[src/rtl/am_modulator_pkg.sv]
// Shared types and constants for the AM modulator: the quarter-wave carrier
// table, helpers that unfold it into sin/cos, and IQ saturation.
package am_pkg;
   localparam int IQ_W    = 8;
   localparam int AUDIO_W = 16;
   localparam int ENV_MAX = 127;
   localparam int QTR_N   = 16;   // quarter-wave steps at 64 points per turn

   typedef logic signed [IQ_W-1:0] iq_t;
   typedef struct packed { iq_t c; iq_t s; } cs_t;

   // round(127*sin(k*90/16 deg)), k = 0..16; endpoints exact
   localparam iq_t QLUT [QTR_N+1] = '{
      8'sd0,   8'sd12,  8'sd25,  8'sd37,  8'sd49,  8'sd60,  8'sd71,  8'sd81,
      8'sd90,  8'sd98,  8'sd106, 8'sd112, 8'sd117, 8'sd122, 8'sd125, 8'sd126,
      8'sd127};

   function automatic iq_t lut_sin(input logic [5:0] a);
      logic [4:0] k;
      k = a[4] ? 5'(QTR_N) - {1'b0, a[3:0]} : {1'b0, a[3:0]};
      return a[5] ? -QLUT[k] : QLUT[k];
   endfunction

   function automatic cs_t lut_cs(input logic [5:0] a);
      cs_t r;
      r.c = lut_sin(a + 6'd16);
      r.s = lut_sin(a);
      return r;
   endfunction

   function automatic iq_t sat_iq(input logic signed [15:0] x);
      if (x > 16'sd127)  return 8'sd127;
      if (x < -16'sd128) return -8'sd128;
      return x[7:0];
   endfunction
endpackage

[src/rtl/am_modulator_if.sv]
// Audio input stream: valid/ready handshake with a signed sample.
interface am_modulator_if;
   import am_pkg::*;
   logic signed [AUDIO_W-1:0] audio_in;
   logic                      audio_valid;
   logic                      audio_ready;

   modport master (output audio_in, audio_valid, input audio_ready);
   modport slave  (input audio_in, audio_valid, output audio_ready);
endinterface

[src/rtl/am_modulator_nco.sv]
// Carrier NCO: phase accumulator advanced on en_i, registered cos/sin of the
// phase in effect before the advance.
module am_nco
   import am_pkg::*;
#(
   parameter int PHASE_W = 16,
   parameter int LUT_AW  = 6     // 2..6; narrower tables subsample the 64-point one
) (
   input  logic               clk,
   input  logic               rst_n,
   input  logic               en_i,
   input  logic [PHASE_W-1:0] freq_word_i,
   output cs_t                cs_o
);
   logic [PHASE_W-1:0] phase_q;
   cs_t                cs_q;
   logic [5:0]         addr;

   assign addr = 6'(phase_q[PHASE_W-1 -: LUT_AW]) << (6 - LUT_AW);
   assign cs_o = cs_q;

   always_ff @(posedge clk or negedge rst_n) begin
      if (!rst_n) begin
         phase_q <= '0;
         cs_q    <= '0;
      end else if (en_i) begin
         phase_q <= phase_q + freq_word_i;
         cs_q    <= lut_cs(addr);
      end
   end
endmodule

[src/rtl/am_modulator.sv]
// Full-carrier AM modulator: one-entry audio buffer, clamped envelope,
// NCO rotation, 3-stage pipeline to signed 8-bit I/Q.
module am_modulator
   import am_pkg::*;
#(
   parameter int PHASE_W       = 16,
   parameter int LUT_AW        = 6,
   parameter int CARRIER_LEVEL = 64,
   parameter int MOD_SHIFT     = 9
) (
   input  logic               clk,
   input  logic               rst_n,
   input  logic               sample_en_i,
   input  logic [PHASE_W-1:0] freq_word_i,
   am_modulator_if.slave      aud,
   output iq_t                I_out_o,
   output iq_t                Q_out_o,
   output logic               iq_valid_o,
   output logic [7:0]         underrun_cnt_o
);
   logic                      full_q, full_d, wr;
   logic signed [AUDIO_W-1:0] hold_q, hold_d, smp;
   logic [7:0]                urun_q, urun_d;
   logic signed [17:0]        env_wide;
   iq_t                       env_d, env_q, i_q, q_q;
   logic signed [15:0]        pi_q, pq_q;
   logic [2:0]                vld_pipe_q;
   cs_t                       cs;

   assign wr              = aud.audio_valid & ~full_q;
   assign aud.audio_ready = ~full_q;

   always_comb begin
      full_d = full_q;
      hold_d = hold_q;
      urun_d = urun_q;
      if (wr) hold_d = aud.audio_in;
      if (sample_en_i) begin
         full_d = 1'b0;
         if (!full_q && !wr && urun_q != 8'hFF) urun_d = urun_q + 8'd1;
      end else if (wr) begin
         full_d = 1'b1;
      end
      // Same-cycle write with an empty buffer is consumed directly.
      smp      = (full_q || !wr) ? hold_q : aud.audio_in;
      env_wide = 18'(CARRIER_LEVEL) + ($signed({{2{smp[AUDIO_W-1]}}, smp}) >>> MOD_SHIFT);
      if (env_wide < 18'sd0)             env_d = '0;
      else if (env_wide > 18'(ENV_MAX))  env_d = iq_t'(ENV_MAX);
      else                               env_d = env_wide[7:0];
   end

   am_nco #(.PHASE_W(PHASE_W), .LUT_AW(LUT_AW)) u_nco (
      .clk         (clk),
      .rst_n       (rst_n),
      .en_i        (sample_en_i),
      .freq_word_i (freq_word_i),
      .cs_o        (cs)
   );

   always_ff @(posedge clk or negedge rst_n) begin
      if (!rst_n) begin
         full_q     <= 1'b0;
         hold_q     <= '0;
         urun_q     <= '0;
         env_q      <= '0;
         pi_q       <= '0;
         pq_q       <= '0;
         i_q        <= '0;
         q_q        <= '0;
         vld_pipe_q <= '0;
      end else begin
         full_q     <= full_d;
         hold_q     <= hold_d;
         urun_q     <= urun_d;
         vld_pipe_q <= {vld_pipe_q[1:0], sample_en_i};
         if (sample_en_i) env_q <= env_d;
         if (vld_pipe_q[0]) begin
            pi_q <= 16'(env_q) * 16'(cs.c);
            pq_q <= 16'(env_q) * 16'(cs.s);
         end
         if (vld_pipe_q[1]) begin
            i_q <= sat_iq(pi_q >>> 7);
            q_q <= sat_iq(pq_q >>> 7);
         end
      end
   end

   assign I_out_o        = i_q;
   assign Q_out_o        = q_q;
   assign iq_valid_o     = vld_pipe_q[2];
   assign underrun_cnt_o = urun_q;
endmodule

[src/flat_wrapper.sv]
// flat-port wrapper written by rule: the top's interface ports become plain ports
module am_modulator_flat import am_pkg::*;
#(
   parameter int PHASE_W       = 16,
   parameter int LUT_AW        = 6,
   parameter int CARRIER_LEVEL = 64,
   parameter int MOD_SHIFT     = 9
)
  (clk, rst_n, sample_en_i, freq_word_i, I_out_o, Q_out_o, iq_valid_o, underrun_cnt_o, aud_audio_in, aud_audio_valid, aud_audio_ready);
  am_modulator_if aud_i ();
  input  logic clk;
  input  logic rst_n;
  input  logic sample_en_i;
  input  logic [PHASE_W-1:0] freq_word_i;
  output iq_t I_out_o;
  output iq_t Q_out_o;
  output logic iq_valid_o;
  output logic [7:0] underrun_cnt_o;
  input wire logic [$bits(aud_i.audio_in)-1:0] aud_audio_in;
  input wire logic [$bits(aud_i.audio_valid)-1:0] aud_audio_valid;
  output wire logic [$bits(aud_i.audio_ready)-1:0] aud_audio_ready;
  assign aud_i.audio_in = aud_audio_in;
  assign aud_i.audio_valid = aud_audio_valid;
  assign aud_audio_ready = aud_i.audio_ready;
  am_modulator #(.PHASE_W(PHASE_W), .LUT_AW(LUT_AW), .CARRIER_LEVEL(CARRIER_LEVEL), .MOD_SHIFT(MOD_SHIFT)) u_core (.clk(clk), .rst_n(rst_n), .sample_en_i(sample_en_i), .freq_word_i(freq_word_i), .aud(aud_i), .I_out_o(I_out_o), .Q_out_o(Q_out_o), .iq_valid_o(iq_valid_o), .underrun_cnt_o(underrun_cnt_o));
endmodule
[config.mk]
export PLATFORM = sky130hd
export DESIGN_NAME = am_modulator_flat
export DESIGN_NICKNAME = d
export VERILOG_FILES = /design/src/rtl/am_modulator_pkg.sv /design/src/rtl/am_modulator_if.sv /design/src/rtl/am_modulator_nco.sv /design/src/rtl/am_modulator.sv /design/src/flat_wrapper.sv
export SDC_FILE = /design/constraint.sdc
export NUM_CORES = 1
export LEC_CHECK = 0
export ABC_AREA = 1
export BUFFER_PORTS_ARGS = -buffer_cell sky130_fd_sc_hd__buf_2
export CAP_MARGIN = 40
export CORE_ASPECT_RATIO = 0.8
export CORE_MARGIN = 10
export CORE_UTILIZATION = 30
export CTS_CLUSTER_SIZE = 10
export DETAILED_ROUTE_END_ITERATION = 7
export GPL_TIMING_DRIVEN = 0
export PLACE_DENSITY = 0.52
export SLEW_MARGIN = 10
export SYNTH_ARGS = -nofsm -noshare
export SYNTH_HDL_FRONTEND = slang
export SYNTH_HIERARCHICAL = 1
export SYNTH_SLANG_ARGS = --single-unit
[constraint.sdc]
create_clock -name clk -period 3.8 [get_ports clk]
set_input_delay 0.76 -clock clk [delete_from_list [all_inputs] [get_ports clk]]
set_output_delay 0.76 -clock clk [all_outputs]
set_load 0.03 [all_outputs]
# Yosys cells after proc, flatten, opt, wreduce, memory -nomap -nowiden
# Memories as Yosys holds them, arrays and structs flattened.
# Cells that the tools add are included.
# word_totals
inputBits	36
rom_bits	512
wordCells	75
out_inout_bits	26
mem_count	2
register_bits	116
# memory_table
name	words	word_bits	rd	rd_clocked_by_memory_dff	write_ports	line	source
(no name shown)	32	8	1	0	0	am_modulator_pkg.sv:21	return a[5] ? -QLUT[k] : QLUT[k];
(no name shown)	32	8	1	0	0	am_modulator_pkg.sv:21	
# op_classes
reduce_logical	7
mul	2
addsub	8
bitwise_logic	4
n_eq_ne	1
n_lt_le_gt_ge	8
mux	31
# ops
operator	count
8-bit 2-to-1 mux	16
8-bit by 8-bit multiplier with 16-bit output	2
18-bit by 8-bit > comparator with 1-bit output (second input constant)	1
9-bit by 8-bit > comparator with 1-bit output (second input constant)	2
18-bit by 1-bit less-than comparator with 1-bit output (second input constant)	1
9-bit by 8-bit less-than comparator with 1-bit output (second input constant)	2
16-bit adder	1
16-bit 2-to-1 mux	1
8-bit negation	2
6-bit greater-or-equal comparator (second input constant)	2
1-bit 2-to-1 mux	12
5-bit NOT with 6-bit output	2
5-bit 2-to-1 mux	2
5-bit by 4-bit subtractor with 5-bit output (first input constant)	2
8-bit by 7-bit adder with 9-bit output (first input constant)	1
8-bit by 1-bit adder with 8-bit output (second input constant)	1
8-bit inequality test (second input constant)	1
6-bit by 5-bit adder with 6-bit output (second input constant)	1
1-bit logical AND	2
1-bit zero test	2
2-bit AND reduction	1
2-bit nonzero test	1
1-bit AND	1
1-bit logical OR	1
1-bit NOT	1

# Depth between registers and ports, before layout
# logic_depth
depth_word	9
mapped_depth	22
depth_no_buf	20

# Hierarchy
# The synthesis kept the hierarchy.
# modules_own_cells
mod	area_per_inst_um2	n_inst	cells_per_inst	seq_area_each_um2
am_modulator	6426.2	1	829	1501.4
am_nco	2911.5	1	452	800.8

# Worst setup path before layout
# OpenSTA, ideal clock, no wires.
# synth_path
kind	reg-to-reg
startpoint	reg u_core.env_q[2]
endpoint	reg u_core.pq_q[14]
slack_ns	-0.368
path_stages_with_launch	18
setup_time_ns	0.117
path_buffers	2
t_arrival_ns	4.050
period_less_slack_ns	4.168
t_required_ns	3.683
path_cell_list	dfrtp_1 -> clkbuf_1 -> clkbuf_1 -> nand2_1 -> fa_1 -> fa_1 -> inv_1 -> fa_1 -> inv_1 -> fa_1 -> inv_1 -> ha_1 -> a21oi_1 -> o21ai_1 -> a21oi_1 -> nand3_1 -> nand3_1 -> nand2_1
# synth_between
elab_chain_len	1
# synth_lines
element	line	source
start, declared	am_modulator.sv:25	iq_t env_d, env_q, i_q, q_q;
start signal, assigned	am_modulator.sv:76	if (sample_en_i) env_q <= env_d;
8-bit by 8-bit multiplier with 16-bit output	am_modulator.sv:79	pq_q <= 16'(env_q) * 16'(cs.s);
end signal, assigned	am_modulator.sv:79	
end, declared	am_modulator.sv:26	logic signed [15:0] pi_q, pq_q;
# No other way between the ends.
# A chain may end at the register's enable or synchronous reset.

# Worst setup path in the final report
# layout_path
startpoint	reg u_core.env_q[3]
endpoint	reg u_core.pq_q[14]
# The elaborated chain is that of the path after synthesis.

==> metrics <==
outcome=finished, violations left; failing checks=setup timing; DRT Pass-1 Iters=7; post-layout min period=3.92 ns; max_cap viols=0; Ant. Diodes=0; drt via density=4.55; TritonCTS Sinks=92; final RePlAce weighted congestion=0.846; cell mode on critical path=nand2_1; Worst Skew=0.00729 ns; vias in the first global route=8,245; GRT overflow=0; die area=38,600 um2; largest net degree at the start of global routing=56; core area=30,500 um2; number of DRC markers in iteration 0=484; Slew @ Worst Pin=0.679 ns; post-synth top area share=0.247; most common library cells after synthesis=391 x nand2_1, 240 x inv_1, 109 x ha_1; Ys Warns=6; main combinational cell family by area after synthesis=adder cells; share of cells above drive strength 1=0.185; most frequent cell after synthesis=nand2_1; synthesis-to-layout area growth=22.2%; CTS Hold Bufs=0; Worst Path Required=4.06 ns; Final Setup Violations=14; #FFs+latches synth=92; Synth area leaders=dfrtp_1 25%, nand2_1 16%, ha_1 15%; I/O Buffers=52; final routed DRC violation total=0; crit path DAT=4.18 ns; Initial Util=0.306; synthesized area=9340 um2; ratio of final minimum period to clock period=1.03; post-route ant nets=0; DPL Wire Length=18,900 um; worst hold path class=in2async; initial antenna violation count=0; via count=8,168; mux contribution to synthesized area=0.00643; post-synth top area cell=dfrtp_1; Synth Area in Adders=0.273; CTS root buf=clkbuf_16; Post-synth ARST share=1.00; Setup Crit Path Kind=reg2reg; Post-synth EDFFs=0; Post-Syn Nets=1,485; CP Cell Sequence=buf_4 -> inv_1 -> nand2_1 -> fa_1 -> inv_1 -> fa_1 -> fa_1 -> ha_1 -> ha_2 -> nand2_1 -> nor2_1 -> nand3_1 -> nand2_1 -> nand2_1 -> nand3_1 -> nand2_1; worst-skew pair later-pin latency=0.36 ns; H-tree levels=3; Clock Tree Buf Depth=2; TritonCTS clock tree=yes; worst reg2reg setup slack=-0.12 ns; Fmax=255 MHz; CP max-delay cell=fa_1; CP peak stage delay=0.54 ns; RSZ-0062 raised after global routing=yes; number of fill cells=3,252; die height=178 um; routed wire length=24,200 um; first-pass GRT wire length=41,700 um; Synth Area in Simple Gates=0.269; post-synthesis xor/xnor area fraction=0.0216; Worst R2R Path Depth=16; Seq/Total Area, Yosys=0.247; Final nets=1,581; WL per Instance=13.5 um; Yosys cell types=42; Main synth FF type=dfrtp_1; Rows=57; CP Launch Type=flop; Slew Viols, Final=0; final hold vios=0; Die W=217 um; cts bufs inserted=9; CP max FO=5; post-synthesis average cell area=7.29 um2; Max transition margin=0.547; Post-Syn Instances=1,281; CP endpoint kind=flop; Total GRT Usage=0.131; CTS clock-pin slew for the worst setup and hold paths=0.08 ns; num ports=62; Compound-Gate Fraction of Synth Area=0.0718; Place WS=-0.492 ns; worst setup margin=-0.124 ns
## cell usage in the layout, fill, tap and decap left out, types with 11 or more instances in the layout
master | Yosys | routed
nand2_1 | 391 | 370
inv_1 | 240 | 218
ha_1 | 109 | 96
dfrtp_1 | 92 | 85
nand3_1 | 86 | 81
nor2_1 | 88 | 75
buf_2 | 5 | 56
fa_1 | 59 | 54
o21ai_0 | 41 | 35
buf_4 | 3 | 33
a21oi_1 | 44 | 32
inv_2 | 2 | 24
nand2_2 | 6 | 17
clkbuf_16 | 0 | 13
nand2_4 | 2 | 12
nor2_2 | 3 | 11
## path summary, 6_finish.rpt
check                                      from                    end
max                             u_core/env_q[3]        u_core/pq_q[14]
min                                       rst_n         u_core/pq_q[9]
max reg2reg                     u_core/env_q[3]        u_core/pq_q[14]
min reg2reg                u_core/vld_pipe_q[1]   u_core/vld_pipe_q[2]
max in group asynchronous                 rst_n  u_core/u_nco/cs_o[12]
min in group clk           u_core/vld_pipe_q[1]   u_core/vld_pipe_q[2]
## metrics by stage
| step | cells | setup TNS, ns | instance area (um2) | util | hold WS (ns) |
|---|---|---|---|---|---|
| finish | 1795 | -1.04 | 11400 | 0.374 | 0.366 |
| global route | 1795 | -3.80 | 11400 | 0.374 | 0.407 |
| CTS | 1792 | -0.910 | 11200 | 0.368 | 0.380 |
| detailed placement | 1747 | -6.90 | 10300 | 0.338 | 0.374 |
| global placement | 1746 | -6.62 | 10300 | 0.337 | 0.377 |
| floorplan | 1281 | -0.0367 | 9520 | - | 0.349 |
## kinds of logic after synthesis
family	count (synthesis)
adders and majority gates	168
xor gates and xnor gates	23
DFF	92
AOI/OAI and AO/OA	121
and+or+nand+nor	602
muxes	4
buffers and inverters	271
## state kept, by name, indices dropped and copies added, names as in the netlist
signal and cells:
u_core/I_out_o 8, u_core/full_q 1, u_core/pi_q 9, u_core/env_q 7, u_core/Q_out_o 8, u_core/pq_q 9
u_core/u_nco/cs_o 16, u_core/underrun_cnt_o 8, u_core/hold_q 7, u_core/vld_pipe_q 3, u_core/u_nco/phase_q 16
## per-layer routing
metal | routed length [um] | global-route usage | vias up
li1 | - | - | 4165
met1 | 12600 | 0.187 | 3862
met2 | 10200 | 0.199 | 123
met3 | 1000 | 0.0237 | 18
met4 | 348 | 0.0343 | 0
met5 | 0 | 0 | -
## what timing repair did
item | CTS | global route
buffers inserted | 28 | 3
endpoints found under the setup margin | 18 | 18
gates resized for setup | 92 | 47
pin swaps | 56 | 43
gates cloned | 1 | 0
## critical path, delay by kind of cell, from the launching register on
family / cells / cell delay (ns)
flops: 1 / 0.43
buf+inv: 3 / 0.30
simple gates: 8 / 0.81
fa+ha+maj: 5 / 2.29
## cell type report
| type | instances | area, um2 | area share |
|---|---|---|---|
| Buffer | 27 | 267 | 0.0233 |
| Clock buffer | 9 | 225 | 0.0197 |
| Clock inverter | 7 | 106 | 0.00932 |
| Inverter | 244 | 916 | 0.0802 |
| Multi-Input combinational cell | 918 | 6520 | 0.571 |
| Sequential cell | 92 | 2310 | 0.202 |
| Tap cell | 413 | 517 | 0.0453 |
| Timing Repair Buffer | 85 | 554 | 0.0486 |
Power is left out: the tool's default activity adds up to more than one toggle a clock period on the data nets, which glitch-free logic cannot reach.
